File: src/rtl/mtimer_irq_src.sv
// Memory-mapped machine timer (prescaled 64-bit mtime/mtimecmp) and external interrupt latch feeding the CSR file.
// Bus access is single-cycle with no wait states; t_intr_o is registered with 1-cycle latency; e_intr_o follows e_irq_i edges after 3 cycles.
module mtimer_irq_src #(
    parameter int DW      = 32,
    parameter int ADDRW   = 5,
    parameter int PRESC_W = 16
) (
    input  logic             clk_i,
    input  logic             rst_i,
    input  logic             sel_i,
    input  logic             we_i,
    input  logic [ADDRW-1:0] addr_i,
    input  logic [DW-1:0]    wdata_i,
    output logic [DW-1:0]    rdata_o,
    input  logic             e_irq_i,
    input  logic             is_mret_i,
    output logic             t_intr_o,
    output logic             e_intr_o
);

    localparam logic [2:0] REG_MTIME_LO    = 3'd0;
    localparam logic [2:0] REG_MTIME_HI    = 3'd1;
    localparam logic [2:0] REG_MTIMECMP_LO = 3'd2;
    localparam logic [2:0] REG_MTIMECMP_HI = 3'd3;
    localparam logic [2:0] REG_CTRL        = 3'd4;
    localparam logic [2:0] REG_PRESC       = 3'd5;

    logic [2:0]         reg_idx;
    logic               wr_en;
    logic               rd_en;
    logic               wr_mtime_lo;
    logic               wr_mtime_hi;
    logic               wr_cmp_lo;
    logic               wr_cmp_hi;
    logic               wr_ctrl;
    logic               wr_presc;
    logic               rd_mtime_lo;

    logic [63:0]        mtime_q;
    logic [63:0]        mtimecmp_q;
    logic [31:0]        hi_shadow_q;
    logic [PRESC_W-1:0] presc_q;
    logic [PRESC_W-1:0] presc_cnt_q;
    logic               tick;

    logic               ctrl_en_q;
    logic               ctrl_tie_q;
    logic               ctrl_eie_q;

    logic               t_intr_q;
    logic               sync1_q;
    logic               sync2_q;
    logic               sync3_q;
    logic               e_rise;
    logic               e_clr;
    logic               e_pending_q;

    logic               unused_addr_bits;

    assign reg_idx          = addr_i[4:2];
    assign unused_addr_bits = ^addr_i[1:0];

    assign wr_en       = sel_i & we_i;
    assign rd_en       = sel_i & ~we_i;
    assign wr_mtime_lo = wr_en & (reg_idx == REG_MTIME_LO);
    assign wr_mtime_hi = wr_en & (reg_idx == REG_MTIME_HI);
    assign wr_cmp_lo   = wr_en & (reg_idx == REG_MTIMECMP_LO);
    assign wr_cmp_hi   = wr_en & (reg_idx == REG_MTIMECMP_HI);
    assign wr_ctrl     = wr_en & (reg_idx == REG_CTRL);
    assign wr_presc    = wr_en & (reg_idx == REG_PRESC);
    assign rd_mtime_lo = rd_en & (reg_idx == REG_MTIME_LO);

    // Prescaler: a tick fires on the cycle the count matches PRESC.
    assign tick = ctrl_en_q & (presc_cnt_q == presc_q);

    always_ff @(posedge clk_i or posedge rst_i) begin
        if (rst_i) begin
            presc_cnt_q <= '0;
        end else if (wr_presc) begin
            presc_cnt_q <= '0;
        end else if (ctrl_en_q) begin
            presc_cnt_q <= tick ? '0 : presc_cnt_q + 1'b1;
        end
    end

    // A software write to either mtime half wins over the tick in that cycle.
    always_ff @(posedge clk_i or posedge rst_i) begin
        if (rst_i) begin
            mtime_q <= '0;
        end else if (wr_mtime_lo) begin
            mtime_q[31:0] <= wdata_i[31:0];
        end else if (wr_mtime_hi) begin
            mtime_q[63:32] <= wdata_i[31:0];
        end else if (tick) begin
            mtime_q <= mtime_q + 64'd1;
        end
    end

    always_ff @(posedge clk_i or posedge rst_i) begin
        if (rst_i) begin
            mtimecmp_q <= '1;
        end else if (wr_cmp_lo) begin
            mtimecmp_q[31:0] <= wdata_i[31:0];
        end else if (wr_cmp_hi) begin
            mtimecmp_q[63:32] <= wdata_i[31:0];
        end
    end

    // Reading LO freezes HI so software gets a coherent 64-bit value.
    always_ff @(posedge clk_i or posedge rst_i) begin
        if (rst_i) begin
            hi_shadow_q <= '0;
        end else if (rd_mtime_lo) begin
            hi_shadow_q <= mtime_q[63:32];
        end
    end

    always_ff @(posedge clk_i or posedge rst_i) begin
        if (rst_i) begin
            ctrl_en_q  <= 1'b0;
            ctrl_tie_q <= 1'b0;
            ctrl_eie_q <= 1'b0;
            presc_q    <= '0;
        end else begin
            if (wr_ctrl) begin
                ctrl_en_q  <= wdata_i[0];
                ctrl_tie_q <= wdata_i[1];
                ctrl_eie_q <= wdata_i[2];
            end
            if (wr_presc) begin
                presc_q <= wdata_i[PRESC_W-1:0];
            end
        end
    end

    always_ff @(posedge clk_i or posedge rst_i) begin
        if (rst_i) begin
            t_intr_q <= 1'b0;
        end else begin
            t_intr_q <= ctrl_tie_q & (mtime_q >= mtimecmp_q);
        end
    end

    // Two flops resynchronise e_irq_i; the third gives the previous value for edge detect.
    assign e_rise = sync2_q & ~sync3_q;
    assign e_clr  = is_mret_i | (wr_ctrl & wdata_i[9]);

    always_ff @(posedge clk_i or posedge rst_i) begin
        if (rst_i) begin
            sync1_q     <= 1'b0;
            sync2_q     <= 1'b0;
            sync3_q     <= 1'b0;
            e_pending_q <= 1'b0;
        end else begin
            sync1_q <= e_irq_i;
            sync2_q <= sync1_q;
            sync3_q <= sync2_q;
            if (e_rise) begin
                e_pending_q <= 1'b1;
            end else if (e_clr) begin
                e_pending_q <= 1'b0;
            end
        end
    end

    assign t_intr_o = t_intr_q;
    assign e_intr_o = e_pending_q & ctrl_eie_q;

    always_comb begin
        rdata_o = '0;
        if (rd_en) begin
            case (reg_idx)
                REG_MTIME_LO:    rdata_o = mtime_q[31:0];
                REG_MTIME_HI:    rdata_o = hi_shadow_q;
                REG_MTIMECMP_LO: rdata_o = mtimecmp_q[31:0];
                REG_MTIMECMP_HI: rdata_o = mtimecmp_q[63:32];
                REG_CTRL: begin
                    rdata_o[0] = ctrl_en_q;
                    rdata_o[1] = ctrl_tie_q;
                    rdata_o[2] = ctrl_eie_q;
                    rdata_o[8] = t_intr_q;
                    rdata_o[9] = e_pending_q;
                end
                REG_PRESC:       rdata_o = {{(DW-PRESC_W){1'b0}}, presc_q};
                default:         rdata_o = '0;
            endcase
        end
    end

endmodule
File: config.mk
export PLATFORM = sky130hd
export DESIGN_NAME = mtimer_irq_src
export DESIGN_NICKNAME = d
export VERILOG_FILES = /design/src/rtl/mtimer_irq_src.sv
export SDC_FILE = /design/constraint.sdc
export NUM_CORES = 1
export LEC_CHECK = 0
export ABC_AREA = 1
export CAP_MARGIN = 30
export CORE_MARGIN = 1.5
export CORE_UTILIZATION = 55
export DETAILED_ROUTE_END_ITERATION = 10
export GPL_TIMING_DRIVEN = 0
export MAX_ROUTING_LAYER = met4
export PLACE_DENSITY = 0.7
export SLEW_MARGIN = 40
export SYNTH_ARGS = -nofsm -noshare
export SYNTH_HDL_FRONTEND = slang
export SYNTH_SLANG_ARGS = --single-unit
File: constraint.sdc
create_clock -name clk_i -period 14.1 [get_ports clk_i]
set_input_delay 2.115 -clock clk_i [delete_from_list [all_inputs] [get_ports clk_i]]
set_output_delay 2.115 -clock clk_i [all_outputs]
set_load 0.005 [all_outputs]
==> results.sh <==
export IMPL_status="complete, no violations"
export IMPL_hold_viol=0
export IMPL_track_usage_pct=44.0
export IMPL_r2r_start="mtime_q[0]$_DFFE_PP0P_"
export IMPL_drv_cap=0
export IMPL_drt_iter0_markers=1506
export IMPL_drt_antenna_violating_nets=0
export IMPL_cts_sinks=200
export IMPL_cp_max_fo=10
export IMPL_postRouteWirelength_mm=53.6
export IMPL_cts_root_buf="clkbuf_16"
export IMPL_finalSetupTns_ps=0
export IMPL_cts_resized=0
export IMPL_cp_required_ps=11980
export IMPL_drive_gt1_share_pct=7.55
export IMPL_setup_violations=0
export IMPL_min_period_over_period_pct=50.2
export IMPL_cp_arrival_ps=4970
export IMPL_yosysWarnings=0
export IMPL_first_pass_iters=7
export IMPL_fin_nets=2201
export IMPL_clk_path_buf_depth=2
export IMPL_path_clk_slew_ps=90
export IMPL_area_delta_synth_final_pct=13.6
export IMPL_antenna_cells=0
export IMPL_cts_htree_levels=4
export IMPL_slew_headroom_pct=40.1
export IMPL_hp_start="sync1_q$_DFF_PP0_"
export IMPL_crit_path_start_kind="input port"
export IMPL_startpoint="addr_i[2]"
export IMPL_drc=0
export IMPL_cp_end_kind="primary output"
export IMPL_top_layer_used="met4"
export IMPL_ys_ff_latch=200
export IMPL_wl_met2_mm=24.7
export IMPL_ctsHoldBuffers=0
export IMPL_skew_ps=25.3
export IMPL_dieArea_um2=25500
export IMPL_grt_max_degree=76
export IMPL_num_rows=57
export IMPL_rsz0062_at_grt="no"
export IMPL_dp_cells=2397
export IMPL_stdcell_count=2429
export IMPL_dr_wl_met3_mm=4.63
export IMPL_gp_congestion=1.04
export IMPL_hp_class="flop to flop"
export IMPL_drv_slew=0
export IMPL_syn_avg_cell_area_um2=6.75
export IMPL_grt_pass1_vias=13800
export IMPL_grt_pass1_wl_mm=81.2
export IMPL_vias=14400
export IMPL_hpwl_mm=41.5
export IMPL_pin_count=77
export IMPL_min_period_ps=7080
export IMPL_fmax_mhz=141
export IMPL_worst_pin_slew_ps=898
export IMPL_syn_instance_count=1998
export IMPL_worstSkewPairLatency_ps=470
export IMPL_wire_per_inst_um=22.1
export IMPL_p_per_area_nw_per_um2=149
export IMPL_critPathKind="input port to primary output"
export IMPL_synth_cell_types=41
export IMPL_initial_core_util_pct=55.8
export IMPL_antenna_found_initial=0
export IMPL_post_cts_setup_buffer_count=0
export IMPL_cts_made_buffers=17
export IMPL_fp_dieW_um=160
export IMPL_fp_dieH_um=160
export IMPL_syn_area_um2=13500
export IMPL_p_leak_nw=7.20
export IMPL_ir_drop_uv=77.9
export IMPL_portBuffers=73
export IMPL_core_area_um2=24200
export IMPL_overflow=0
export IMPL_m1WireLength_mm=20.7
export IMPL_syn_num_nets=2107
export IMPL_cts_tree="done"
export IMPL_vias_per_cell=5.94
export IMPL_ys_seq_area_share_pct=37.7
cells in the mapped netlist (all sizes together):
cell | n | share of area (%)
nor4 | 2 | 0.093
inv | 265 | 7.4
nand4 | 32 | 1.5
o21bai | 1 | 0.056
clkinv | 1 | 0.028
nor3b | 3 | 0.17
o21ai | 199 | 7.4
xnor2 | 3 | 0.19
clkbuf | 38 | 1.1
ha | 66 | 6.1
o21a | 1 | 0.056
a22oi | 4 | 0.22
a31oi | 12 | 0.56
dfrtp | 136 | 25
nand3 | 137 | 5.2
a41oi | 1 | 0.065
xor2 | 14 | 0.91
a211oi | 4 | 0.22
dfstp | 64 | 12
a21oi | 46 | 1.7
nor2 | 229 | 6.8
buf | 29 | 1.2
nand3b | 1 | 0.056
nand2 | 641 | 18
a21o | 2 | 0.11
a221oi | 15 | 0.97
o22ai | 32 | 1.5
nor3 | 19 | 0.71
o32ai | 1 | 0.065
cell usage in the layout, fill, tap and decap left out, types with 35 or more instances in the layout:
cell type / count
nand2_1: 632
inv_1: 256
nor2_1: 218
o21ai_0: 190
dfrtp_1: 136
nand3_1: 135
clkdlybuf4s50_1: 73
ha_1: 66
dfstp_2: 64
a21oi_1: 45
clkbuf_1: 35
worst paths after layout:
kind                            depth (start not counted)  slack (ps)                    endpoint
worst max-delay path                                    9        7020                  rdata_o[6]
worst min-delay path                                    0         370           sync2_q$_DFF_PP0_
worst max register to register                         10       11520     mtime_q[20]$_DFFE_PP0P_
worst min register to register                          0         370           sync2_q$_DFF_PP0_
max in group asynchronous                               3       11200  mtimecmp_q[55]$_DFFE_PP1P_
min in group asynchronous                               2        2090     presc_q[15]$_DFFE_PP0P_
through the flow:
stage | util, % | worst slack, ps | area (um^2) | hold slack (ps) | power [mW]
floorplan | - | 6640 | 13500 | 331 | 1.44
global placement | 60.5 | 3800 | 14600 | 333 | 1.68
detailed placement | 60.7 | 7110 | 14700 | 350 | 1.71
CTS | 63.4 | 7090 | 15300 | 371 | 2.25
global route | 63.4 | 6980 | 15300 | 386 | 2.42
finish | 63.4 | 7020 | 15300 | 373 | 2.29
power breakdown:
part / internal (mW) / switching, mW / total, mW / leakage (nW)
Sequential: 0.758 / 0.204 / 0.962 / 2.40
Combinational: 0.290 / 0.491 / 0.781 / 4.49
Clock: 0.265 / 0.279 / 0.544 / 0.308
Total: 1.31 / 0.974 / 2.29 / 7.20
worst max-delay path, cell delays in order:
cell and delay (ps):
clkdlybuf4s50_1 590, inv_2 80, nor2_4 140, nand2_2 140, inv_1 290, clkbuf_1 590
nand2_1 150, a31oi_1 280, clkdlybuf4s50_1 570
layout make-up:
class	instances	area (um^2)
Buffer	67	302
Clock buffer	18	439
Clock inverter	14	196
Fill cell	2185	8860
Inverter	266	1010
Multi-Input combinational cell	1465	7100
Sequential cell	200	5080
Tap cell	324	405
Timing Repair Buffer	75	786
registers in the layout, indices dropped and copies added (netlist names), 16 cells and up:
register     flops
mtime_q         64
mtimecmp_q      64
hi_shadow_q     32
presc_cnt_q     16
presc_q         16
metal layers:
| layer | vias to the layer above | GRT usage (%) |
|---|---|---|
| met3 | 197 | 8.10 |
| met1 | 6822 | 52.7 |
| met5 | - | - |
| met4 | 0 | 25.6 |
| li1 | 6636 | - |
| met2 | 785 | 69.7 |
cells by family after synthesis:
family                   Yosys count  share of synthesized area, %
buffers and inverters            333                          9.61
flip-flops                       200                          37.7
XOR/XNOR                          17                          1.10
AND/OR/NAND/NOR                 1064                          32.5
adder cells (fa/ha/maj)           66                          6.12
AO/OA/AOI/OAI                    318                          12.9
(Power assumes the default switching activity.)
